===== config.mk =====
export PLATFORM = sky130hd
export DESIGN_NAME = mem_port_arbiter
export DESIGN_NICKNAME = d
export VERILOG_FILES = /design/src/rtl/mem_port_arbiter.sv
export SDC_FILE = /design/constraint.sdc
export NUM_CORES = 1
export LEC_CHECK = 0
export CORE_AREA = 10 10 198 200
export CTS_BUF_LIST = sky130_fd_sc_hd__clkbuf_16
export CTS_CLUSTER_DIAMETER = 120
export CTS_CLUSTER_SIZE = 24
export DETAILED_ROUTE_END_ITERATION = 8
export DIE_AREA = 0 0 208 210
export SLEW_MARGIN = 10
export SYNTH_ARGS = -nofsm -noshare
export SYNTH_HDL_FRONTEND = slang
export SYNTH_SLANG_ARGS = --single-unit

===== constraint.sdc =====
create_clock -name clk_i -period 19.7 [get_ports clk_i]
set_input_delay 4.925 -clock clk_i [delete_from_list [all_inputs] [get_ports clk_i]]
set_output_delay 4.925 -clock clk_i [all_outputs]
set_load 0.1 [all_outputs]

===== src/rtl/mem_port_arbiter.sv =====
// mem_port_arbiter: one single-ported memory shared by fetch (I) and mem stage (D).
// D-side wins ties; after STARVE_MAX straight D grants with I pending, I goes first.
// Ports:
//   clk_i, rst_i                      clock, async active-high reset
//   i_valid_i/i_addr_i/i_ready_o      fetch request handshake
//   i_resp_valid_o/i_rdata_o          fetch response pulse + data
//   d_valid_i/d_we_i/d_addr_i/d_wdata_i/d_ready_o   data request handshake
//   d_resp_valid_o/d_rdata_o          data response pulse + data (0 for writes)
//   mem_req_o/mem_we_o/mem_addr_o/mem_wdata_o/mem_ack_i/mem_rdata_i  memory side
// Optional: define ARB_STATS_EN for stat_i_grants_o, stat_d_grants_o,
//   stat_conflicts_o (32b saturating counters).
module mem_port_arbiter #(
  parameter int ADDR_W     = 64,
  parameter int DATA_W     = 64,
  parameter int STARVE_MAX = 4
) (
  input  logic              clk_i,
  input  logic              rst_i,
  input  logic              i_valid_i,
  input  logic [ADDR_W-1:0] i_addr_i,
  output logic              i_ready_o,
  output logic              i_resp_valid_o,
  output logic [DATA_W-1:0] i_rdata_o,
  input  logic              d_valid_i,
  input  logic              d_we_i,
  input  logic [ADDR_W-1:0] d_addr_i,
  input  logic [DATA_W-1:0] d_wdata_i,
  output logic              d_ready_o,
  output logic              d_resp_valid_o,
  output logic [DATA_W-1:0] d_rdata_o,
  output logic              mem_req_o,
  output logic              mem_we_o,
  output logic [ADDR_W-1:0] mem_addr_o,
  output logic [DATA_W-1:0] mem_wdata_o,
  input  logic              mem_ack_i,
`ifdef ARB_STATS_EN
  output logic [31:0]       stat_i_grants_o,
  output logic [31:0]       stat_d_grants_o,
  output logic [31:0]       stat_conflicts_o,
`endif
  input  logic [DATA_W-1:0] mem_rdata_i
);

  localparam int CNT_W = $clog2(STARVE_MAX + 1);

  typedef enum logic [1:0] {
    IDLE,
    ISSUE,
    RESP
  } state_t;

  state_t           state;
  logic             ownerD;
  logic [CNT_W-1:0] starveCnt;
  logic             starveFull;

  assign starveFull = (starveCnt == CNT_W'(STARVE_MAX));

  // Grants are combinational so a request is taken in the cycle it shows up.
  // Held low during reset so every output reads 0 while rst_i is high.
  always_comb begin
    d_ready_o = 1'b0;
    i_ready_o = 1'b0;
    if (state == IDLE && !rst_i) begin
      d_ready_o = d_valid_i & ~(i_valid_i & starveFull);
      i_ready_o = i_valid_i & ~d_ready_o;
    end
  end

  always_ff @(posedge clk_i or posedge rst_i) begin
    if (rst_i) begin
      state          <= IDLE;
      ownerD         <= 1'b0;
      starveCnt      <= '0;
      mem_req_o      <= 1'b0;
      mem_we_o       <= 1'b0;
      mem_addr_o     <= '0;
      mem_wdata_o    <= '0;
      i_resp_valid_o <= 1'b0;
      i_rdata_o      <= '0;
      d_resp_valid_o <= 1'b0;
      d_rdata_o      <= '0;
    end else begin
      unique case (state)
        IDLE: begin
          if (d_ready_o) begin
            ownerD      <= 1'b1;
            mem_req_o   <= 1'b1;
            mem_we_o    <= d_we_i;
            mem_addr_o  <= d_addr_i;
            mem_wdata_o <= d_wdata_i;
            state       <= ISSUE;
            // Count D wins only while I is actually waiting.
            if (!i_valid_i)
              starveCnt <= '0;
            else if (!starveFull)
              starveCnt <= starveCnt + 1'b1;
          end else if (i_ready_o) begin
            ownerD      <= 1'b0;
            mem_req_o   <= 1'b1;
            mem_we_o    <= 1'b0;
            mem_addr_o  <= i_addr_i;
            mem_wdata_o <= '0;
            state       <= ISSUE;
            starveCnt   <= '0;
          end
        end
        ISSUE: begin
          if (mem_ack_i) begin
            mem_req_o <= 1'b0;
            state     <= RESP;
            if (ownerD) begin
              d_resp_valid_o <= 1'b1;
              d_rdata_o      <= mem_we_o ? '0 : mem_rdata_i;
            end else begin
              i_resp_valid_o <= 1'b1;
              i_rdata_o      <= mem_rdata_i;
            end
          end
        end
        RESP: begin
          i_resp_valid_o <= 1'b0;
          d_resp_valid_o <= 1'b0;
          state          <= IDLE;
        end
        default: state <= IDLE;
      endcase
    end
  end

`ifdef ARB_STATS_EN
  logic conflict;
  assign conflict = (state == IDLE) & i_valid_i & d_valid_i;

  always_ff @(posedge clk_i or posedge rst_i) begin
    if (rst_i) begin
      stat_i_grants_o  <= '0;
      stat_d_grants_o  <= '0;
      stat_conflicts_o <= '0;
    end else begin
      if (i_ready_o && stat_i_grants_o != '1)
        stat_i_grants_o <= stat_i_grants_o + 1'b1;
      if (d_ready_o && stat_d_grants_o != '1)
        stat_d_grants_o <= stat_d_grants_o + 1'b1;
      if (conflict && stat_conflicts_o != '1)
        stat_conflicts_o <= stat_conflicts_o + 1'b1;
    end
  end
`endif

endmodule


Word-level counts from Yosys, hierarchy flattened
Cells that the tools add are included.
Storage, ports and cells
  register bits after elaboration: 266
  word-level logic and storage cells: 68
Operators by class
  reduce and logical (&&, ||, !) cells: 14
  add/sub/neg operators: 1
  bitwise operators: 6
  mux-type cells: 28
  eq/ne operators: 8
Operator list (count)
  64-bit 2-to-1 mux: 5
  3-bit AND reduction: 6
  1-bit 2-to-1 mux: 12
  3-bit 2-to-1 mux: 4
  2-bit 2-to-1 mux: 3
  2-bit != test (second input constant): 3
  3-bit != test (second input constant): 2
  1-bit case mux with 2 select lines: 3
  2-bit nonzero test: 3
  2-bit case mux with 2 select lines: 1
  2-bit AND reduction: 2
  3-bit by 1-bit adder with 3-bit output (second input constant): 1
  1-bit bitwise AND: 3
  3-bit == test (second input constant): 1
  1-bit NOT: 3
  2-bit by 1-bit == test with 1-bit output (second input constant): 1
  2-bit == test (second input constant): 1
  2-bit logical NOT: 1
  1-bit logical AND: 1
  1-bit logical NOT: 1

Longest topological paths before layout
Gate-level depths: netlist of run 1.
  word-level depth: 10
  gate-level depth with buffers: 8
  gate-level depth less buffers: 5

Least setup slack after synthesis of run 1
OpenSTA, ideal clock, no wires.
  path type: input -> output
  from: in rst_i
  to: out d_ready_o
  path buffers: 2
  arrival time: 6.550 ns
  slack: 8.225 ns
  required time: 14.775 ns
  cell stages on the path: 4
  cell sequence: nor3_2 and3_1 clkbuf_1 clkbuf_1
On the way
  word-level cells in the longest chain between the ends: 3
Ends and longest elaborated chain
  start: declaration: line 18  | input logic rst_i,
  1-bit logical NOT (no source line)
  1-bit logical AND: line 64  | if (state == IDLE && !rst_i) begin
  1-bit 2-to-1 mux: line 64
  end: declaration: line 28  | output logic d_ready_o,
No other way between the ends.

Worst setup path after layout of run 1
  from: in i_valid_i
  to: out i_ready_o
On the way
  word-level cells in the longest chain between the ends: 6
Ends and longest elaborated chain
  start: declaration: line 19  | input logic i_valid_i,
  1-bit bitwise AND: line 65  | d_ready_o = d_valid_i & ~(i_valid_i & starveFull);
  1-bit NOT: line 65
  1-bit bitwise AND: line 65
  1-bit NOT: line 66  | i_ready_o = i_valid_i & ~d_ready_o;
  1-bit bitwise AND (*): line 66
  1-bit 2-to-1 mux (*): line 64
  end: declaration: line 21  | output logic i_ready_o,
Mark *: on every way between the ends. The rest lies on a longest branch, timed or not.

==> results.txt, run 1 <==
Initial Util -> 30.6%
CTS tree -> built
Crit start category -> primary input
Final min period -> 12.82 ns
Yosys cell types -> 29
TritonCTS Buffers -> 15
# DRC -> 0
GRT Residual Overflow -> 0
Setup TNS -> 0 ns
Register-to-register setup slack -> 16.83 ns
Largest net degree at the start of global routing -> 121
Max Clk Rate -> 78.0 MHz
Die width -> 208 um
Syn Inst Count -> 829
Skew final -> 0.0242 ns
Sequential-to-total area share from yosys stat -> 61.8%
Post-CTS setup buffer count -> 0
Via/cell ratio -> 4.88
Routability-driven placement congestion ratio -> 0.805
Die ar. -> 43700 um2
Relative slew slack -> 22.1%
Clock Latency Late Sink -> 0.49 ns
Post-synth EDFFs -> 0
Detail Route Antenna Nets -> 0
Initial antenna violation count -> 4
Vias in the first global route -> 9207
WL/cell -> 23.7 um
PostCTS Resize Cnt -> 0
WL final -> 41.8 mm
IO Port Bufs -> 523
Worst-path fanout max -> 65
Asr flop ratio synth -> 100%
H-tree depth -> 1
Status -> completed
Iter 0 DRT Violations -> 559
Syn nets -> 1093
Worst EP required -> 14.78 ns
Final Hold Violating Endpoints -> 0
Hpwl dp -> 30.5 mm
FILL cells -> 3246
Layout area overhead -> 55.7%
Main synth FF type -> dfrtp_1
GR Util All Layers -> 18.0%
CTS Buffer Depth -> 3
Final setup fails -> 0
Top-Level Pins -> 524
Core region area -> 35200 um2
Ys Warns -> 0
RSZ-0062 raised after global routing -> no
Placement Rows -> 69
Synthesized area -> 10800 um2
Worst EP arrival -> 7.89 ns
Die height -> 210 um
Most frequent cells in the layout -> clkdlybuf4s50_1, dfrtp_1, nand2_1
Synthesized flop and latch total -> 266
Least-Margin Pin Slew -> 1.16 ns
CP endpoint kind -> output pin
Nets -> 1567
Avg Inst Size Synth -> 13.0 um2
Final worst-path cycle share -> 65.1%
Clk sinks -> 266
Final Slew Violations -> 0
Critical path type -> in -> out
1st-pass router iterations -> 5
Maxcap violations -> 0
Worst hold path class -> reg -> reg
Via Count -> 8614
First-pass GRT wire length -> 61.9 mm
Post-CTS Hold Buffers -> 0
Layout cells sized above 1 -> 7.91%
Commonest non-fill, non-tap cell in the layout -> clkdlybuf4s50_1
Clock root buffer master -> clkbuf_16
CTS clk-pin slew, worst paths -> 0.10 ns
## registers in the layout, indices dropped and copies added (netlist names)
signal	count
d_rdata_o	64
d_resp_valid_o	1
i_rdata_o	64
i_resp_valid_o	1
mem_addr_o	64
mem_req_o	1
mem_wdata_o	64
mem_we_o	1
ownerD	1
starveCnt	3
state	2
## through the flow
stage	util, %	instances	hold slack [ns]	setup WS, ns	instance area, um2
floorplan	-	829	0.473	7.45	10800
global placement	46.4	1747	0.460	6.86	16400
detailed placement	46.4	1747	0.469	6.88	16400
CTS	47.6	1763	0.491	6.87	16800
global route	47.6	1764	0.513	6.79	16800
finish	47.6	1764	0.484	6.88	16800
## synthesized netlist by cell type (2+ instances only)
library cell,number,area (um2)
a21o_1,3,22.5
a22o_1,66,578
buf_1,4,15.0
buf_2,14,70.1
buf_6,6,67.6
clkbuf_1,55,206
dfrtp_1,266,6660
ha_1,2,25.0
inv_1,5,18.8
mux2_2,64,721
nand2_1,70,263
nand2b_1,66,413
nand4b_1,65,569
o21ai_0,56,280
o21ai_1,10,50.1
o221a_1,64,721
## critical path, stage by stage
cell,delay (ns)
clkdlybuf4s50_1,0.67
or4b_1,0.49
a21o_2,0.20
buf_4,0.33
inv_2,0.11
clkdlybuf4s50_1,1.13
## final timing paths
kind | end | cells after the start | from
min | d_rdata_o[51] | 2 | d_rdata_o[51]
min reg2reg | d_rdata_o[51] | 2 | d_rdata_o[51]
max | i_ready_o | 6 | i_valid_i
max in group asynchronous | i_rdata_o[11] | 4 | rst_i
min in group asynchronous | ownerD | 2 | rst_i
max reg2reg | mem_addr_o[18] | 5 | state[0]
## metal layers
metal | up-vias | track usage, % | routed length, um
li1 | 3985 | - | -
met4 | 4 | 4.07 | 839
met5 | - | 0 | 27
met3 | 41 | 7.79 | 4120
met1 | 4230 | 20.7 | 16400
met2 | 354 | 30.6 | 20300
## logic make-up (layout without fill, tap and decap cells)
group / Yosys count / count (layout) / share of synthesized area (%)
DFF: 266 / 266 / 61.8
and+or+nand+nor: 209 / 209 / 12.1
AOI/OAI and AO/OA: 203 / 203 / 15.6
muxes: 64 / 64 / 6.69
adders and majority gates: 2 / 2 / 0.232
other: 0 / 1 / 0
buffers and inverters: 85 / 558 / 3.54
## cell type report
type	instances	area (um2)	area share, %
flip-flops and latches	266	6660	39.7
repair buffers	536	5330	31.8
multi-input cells	478	3760	22.4
well taps	461	577	3.44
clock buffers	15	375	2.24
clock inverters	1	30.0	0.179
inverters	6	30.0	0.179
diodes	1	2.50	0.0149
Power of run 1 is left out: the tool's default activity adds up to more than one toggle a clock period on the data nets, which glitch-free logic cannot reach.
==> run 2: changes to the inputs <==
--- a/config.mk
+++ b/config.mk
@@ -11,6 +11,7 @@
 export CTS_CLUSTER_SIZE = 24
 export DETAILED_ROUTE_END_ITERATION = 8
 export DIE_AREA = 0 0 208 210
+export PLACE_DENSITY = 0.66
 export SLEW_MARGIN = 10
 export SYNTH_ARGS = -nofsm -noshare
 export SYNTH_HDL_FRONTEND = slang
==> constraint.sdc (replaced) <==
create_clock -name clk_i -period 11.65 [get_ports clk_i]
set_input_delay 2.9125 -clock clk_i [delete_from_list [all_inputs] [get_ports clk_i]]
set_output_delay 2.9125 -clock clk_i [all_outputs]
set_load 0.1 [all_outputs]
==> run 2 against run 1 <==
Worst setup slack got worse by 4.0 ns. Utilization barely moved. Non-clock buffer count did not move. Sequential share of layout area barely moved. Critical path depth did not move. Cell area barely moved. Die area did not move. Sequential cell count did not move. First-iteration DRC count fell by 38%. Final cell count barely moved. Clock skew rose by 0.0060 ns. Routed wire length fell by 4.3%.
==> results.txt, run 2 (synthesis results as in run 1) <==
Cell mode on critical path -> clkdlybuf4s50_1
CTS Buffer Depth -> 3
Critical path type -> in -> out
Commonest non-fill, non-tap cell in the layout -> clkdlybuf4s50_1
Die ar. -> 43700 um2
Die height -> 210 um
Post-CTS setup buffer count -> 0
CTS clk-pin slew, worst paths -> 0.09 ns
# DRC -> 0
Worst EP required -> 8.74 ns
Cells along the critical path -> clkdlybuf4s50_1 > or4b_1 > a21o_2 > buf_4 > inv_2 > clkdlybuf4s50_1
Via/cell ratio -> 4.90
RR Startpoint -> state[0]
GR Util All Layers -> 17.2%
Crit path from -> i_valid_i
Wire length on met3 -> 3.77 mm
Initial Util -> 30.6%
Register-to-register setup slack -> 9.03 ns
DP Cell Count -> 1747
Met2 wire length -> 19.5 mm
Hpwl dp -> 29.4 mm
Final worst-path cycle share -> 75.5%
Die width -> 208 um
First-pass GRT wire length -> 59.8 mm
Worst EP arrival -> 5.88 ns
Final Slew Violations -> 0
Nets -> 1567
Relative slew slack -> 25.8%
Final Hold Violating Endpoints -> 0
Iter 0 DRT Violations -> 349
TritonCTS Buffers -> 15
Via Count -> 8648
Initial antenna violation count -> 2
CTS tree -> built
Reg2reg path depth -> 5
CP endpoint kind -> output pin
Setup TNS -> 0 ns
GRT Residual Overflow -> 0
1st-pass router iterations -> 4
Worst-path fanout max -> 65
Largest net degree at the start of global routing -> 120
Hold_ws -> 0.485 ns
Worst hold path class -> reg -> reg
Status -> completed
Post-CTS Hold Buffers -> 0
Top-Level Pins -> 524
Most frequent cells in the layout -> clkdlybuf4s50_1, dfrtp_1, nand2_1
Clock root buffer master -> clkbuf_16
Clk sinks -> 266
Maxcap violations -> 0
Vias in the first global route -> 9269
Core region area -> 35200 um2
Clock Latency Late Sink -> 0.49 ns
Slowest Stage Delay on Critical Path -> 1.13 ns
Skew final -> 0.0302 ns
Detail Route Antenna Nets -> 0
Hold Crit Depth -> 2
Crit start category -> primary input
Fin cells -> 1765
IO Port Bufs -> 523
Slowest CP cell -> clkdlybuf4s50_1
WL final -> 40.0 mm
Layout area overhead -> 55.7%
Met1 WL -> 15.7 mm
H-tree depth -> 1
PostCTS Resize Cnt -> 0
Max Clk Rate -> 114 MHz
Least-Margin Pin Slew -> 1.11 ns
RSZ-0062 raised after global routing -> no
WL/cell -> 22.6 um
Routability-driven placement congestion ratio -> 0.772
Fin util -> 47.6%
Final setup fails -> 0
Final min period -> 8.80 ns
Worst setup path end -> i_ready_o
Placement Rows -> 69
Layout cells sized above 1 -> 7.91%
R2R Path End -> mem_addr_o[1]
Top layer in use -> met4
[run 2: cell types whose count changed in the layout (fill, tap and decap cells not counted), sizes merged]
cell   previous run  this run
diode             1         2
[run 2: worst max-delay path, delay by kind of cell]
kind | cells | cell delay [ns]
buffers and inverters | 4 | 2.23
AO/OA/AOI/OAI | 1 | 0.20
AND/OR/NAND/NOR | 1 | 0.49
[run 2: worst min-delay path by stage]
stage                        startpoint       endpoint  slack [ns]
after floorplan                  ownerD         ownerD        0.47
after global placement    d_rdata_o[23]  d_rdata_o[23]        0.46
after detailed placement  d_rdata_o[39]  d_rdata_o[39]        0.47
after CTS                 d_rdata_o[39]  d_rdata_o[39]        0.49
after global routing      d_rdata_o[45]  d_rdata_o[45]        0.51
final                     d_rdata_o[33]  d_rdata_o[33]        0.48
[run 2: through the flow]
stage          setup slack (ns)  cell area [um2]
6_report                   2.85            16800
5_1_grt                    2.74            16800
3_3_place_gp               2.86            16400
4_1_cts                    2.85            16800
3_5_place_dp               2.86            16400
2_1_floorplan              1.41            10800
[run 2: area by class of cell]
type                            count  area [um2]
Fill cell                        3230       18500
Timing Repair Buffer              536        5330
Multi-Input combinational cell    478        3760
Tap cell                          461         577
Clock buffer                       15         375
Inverter                            6        30.0
Sequential cell                   266        6660
Clock inverter                      1        30.0
Antenna cell                        2        5.00
[run 2: metal layers]
layer | GRT usage [%] | up-vias
met5 | 0 | -
met4 | 5.12 | 0
met3 | 6.68 | 50
met2 | 29.3 | 365
met1 | 19.7 | 4251
li1 | - | 3982
Power of run 2 is left out for the same reason.
==> run 3: changes to the inputs <==
==> constraint.sdc (replaced) <==
create_clock -name clk_i -period 7.4 [get_ports clk_i]
set_input_delay 1.85 -clock clk_i [delete_from_list [all_inputs] [get_ports clk_i]]
set_output_delay 1.85 -clock clk_i [all_outputs]
set_load 0.1 [all_outputs]
==> run 3 against run 2 <==
Register-to-register slack worse by 4.4 ns. Die area stayed put. Via count grew 0.56%. Sequential share of layout area barely moved. Critical endpoint unchanged.
==> results.txt, run 3 (synthesis results as in run 1) <==
Reg2reg path depth -> 5
RR Startpoint -> state[0]
Hold_ws -> 0.485 ns
Initial antenna violation count -> 1
Maxcap violations -> 0
Routability-driven placement congestion ratio -> 0.793
Setup TNS -> 0 ns
Worst EP required -> 5.55 ns
Final setup fails -> 0
Post-CTS setup buffer count -> 0
Clock root buffer master -> clkbuf_16
Hpwl dp -> 29.7 mm
Skew final -> 0.0264 ns
Vias in the first global route -> 9380
Die ar. -> 43700 um2
Layout area overhead -> 55.7%
Placement Rows -> 69
Final worst-path cycle share -> 78.7%
DP Cell Count -> 1747
1st-pass router iterations -> 5
Hold Crit Depth -> 2
Final Slew Violations -> 0
TritonCTS Buffers -> 15
Via/cell ratio -> 4.92
Via Count -> 8696
R2R Path End -> mem_addr_o[53]
Max Clk Rate -> 172 MHz
PostCTS Resize Cnt -> 0
Worst EP arrival -> 3.97 ns
Hold path start -> d_rdata_o[33]
WL final -> 40.0 mm
CTS Buffer Depth -> 3
Layout cells sized above 1 -> 8.14%
Initial Util -> 30.6%
Largest net degree at the start of global routing -> 187
GR Util All Layers -> 17.2%
Die width -> 208 um
Commonest non-fill, non-tap cell in the layout -> clkdlybuf4s50_1
Least-Margin Pin Slew -> 1.23 ns
Worst hold path class -> reg -> reg
Core region area -> 35200 um2
CP endpoint kind -> output pin
Status -> completed
GRT Residual Overflow -> 0
Final min period -> 5.82 ns
Register-to-register setup slack -> 4.59 ns
Nets -> 1567
# DRC -> 0
WL/cell -> 22.7 um
IO Port Bufs -> 523
H-tree depth -> 1
CTS clk-pin slew, worst paths -> 0.09 ns
Most frequent cells in the layout -> clkdlybuf4s50_1, dfrtp_1, nand2_1
Iter 0 DRT Violations -> 599
CTS tree -> built
Post-CTS Hold Buffers -> 0
RSZ-0062 raised after global routing -> no
First-pass GRT wire length -> 59.8 mm
Die height -> 210 um
Top-Level Pins -> 524
Relative slew slack -> 18.2%
Fin cells -> 1766
Clk sinks -> 266
Hold Path End -> d_rdata_o[33]
Detail Route Antenna Nets -> 0
Crit path from -> i_valid_i
Crit start category -> primary input
Worst-path fanout max -> 65
Critical path type -> in -> out
Final Hold Violating Endpoints -> 0
Clock Latency Late Sink -> 0.50 ns
## run 3: worst max-delay path, cell delays in order
cell and delay, ns:
clkdlybuf4s50_1 0.63, or4b_1 0.51, a21o_2 0.21, buf_4 0.32
inv_2 0.12, buf_4 0.29
## run 3: layout make-up
cell class / instances / area, um2
diodes: 2 / 5.00
repair buffers: 536 / 5340
flip-flops and latches: 266 / 6660
fillers: 3251 / 18500
inverters: 6 / 26.3
clock inverters: 2 / 25.0
well taps: 461 / 577
clock buffers: 15 / 375
multi-input cells: 478 / 3760
## run 3: layer usage
layer,share of wire [%],up-vias,global-route usage (%)
li1,-,3988,-
met1,39,4310,19.8
met2,50,351,29.8
met3,8.8,47,6.03
met4,2.4,0,4.85
met5,0,-,0
## run 3: worst max path at each step
stage,endpoint,slack (ns),cells after the start
2_1_floorplan,d_rdata_o[0],2.04,1
3_3_place_gp,i_ready_o,1.61,6
3_5_place_dp,i_ready_o,1.58,6
4_1_cts,i_ready_o,1.57,6
5_1_grt,i_ready_o,1.49,6
6_report,i_ready_o,1.58,6
## run 3: metrics by stage
stage          util, %  area (um2)  setup slack, ns
2_1_floorplan        -       10800             2.04
3_3_place_gp      46.4       16400             1.61
3_5_place_dp      46.4       16400             1.58
4_1_cts           47.6       16800             1.57
5_1_grt           47.6       16800             1.49
6_report          47.6       16800             1.58
Power of run 3 is left out for the same reason.
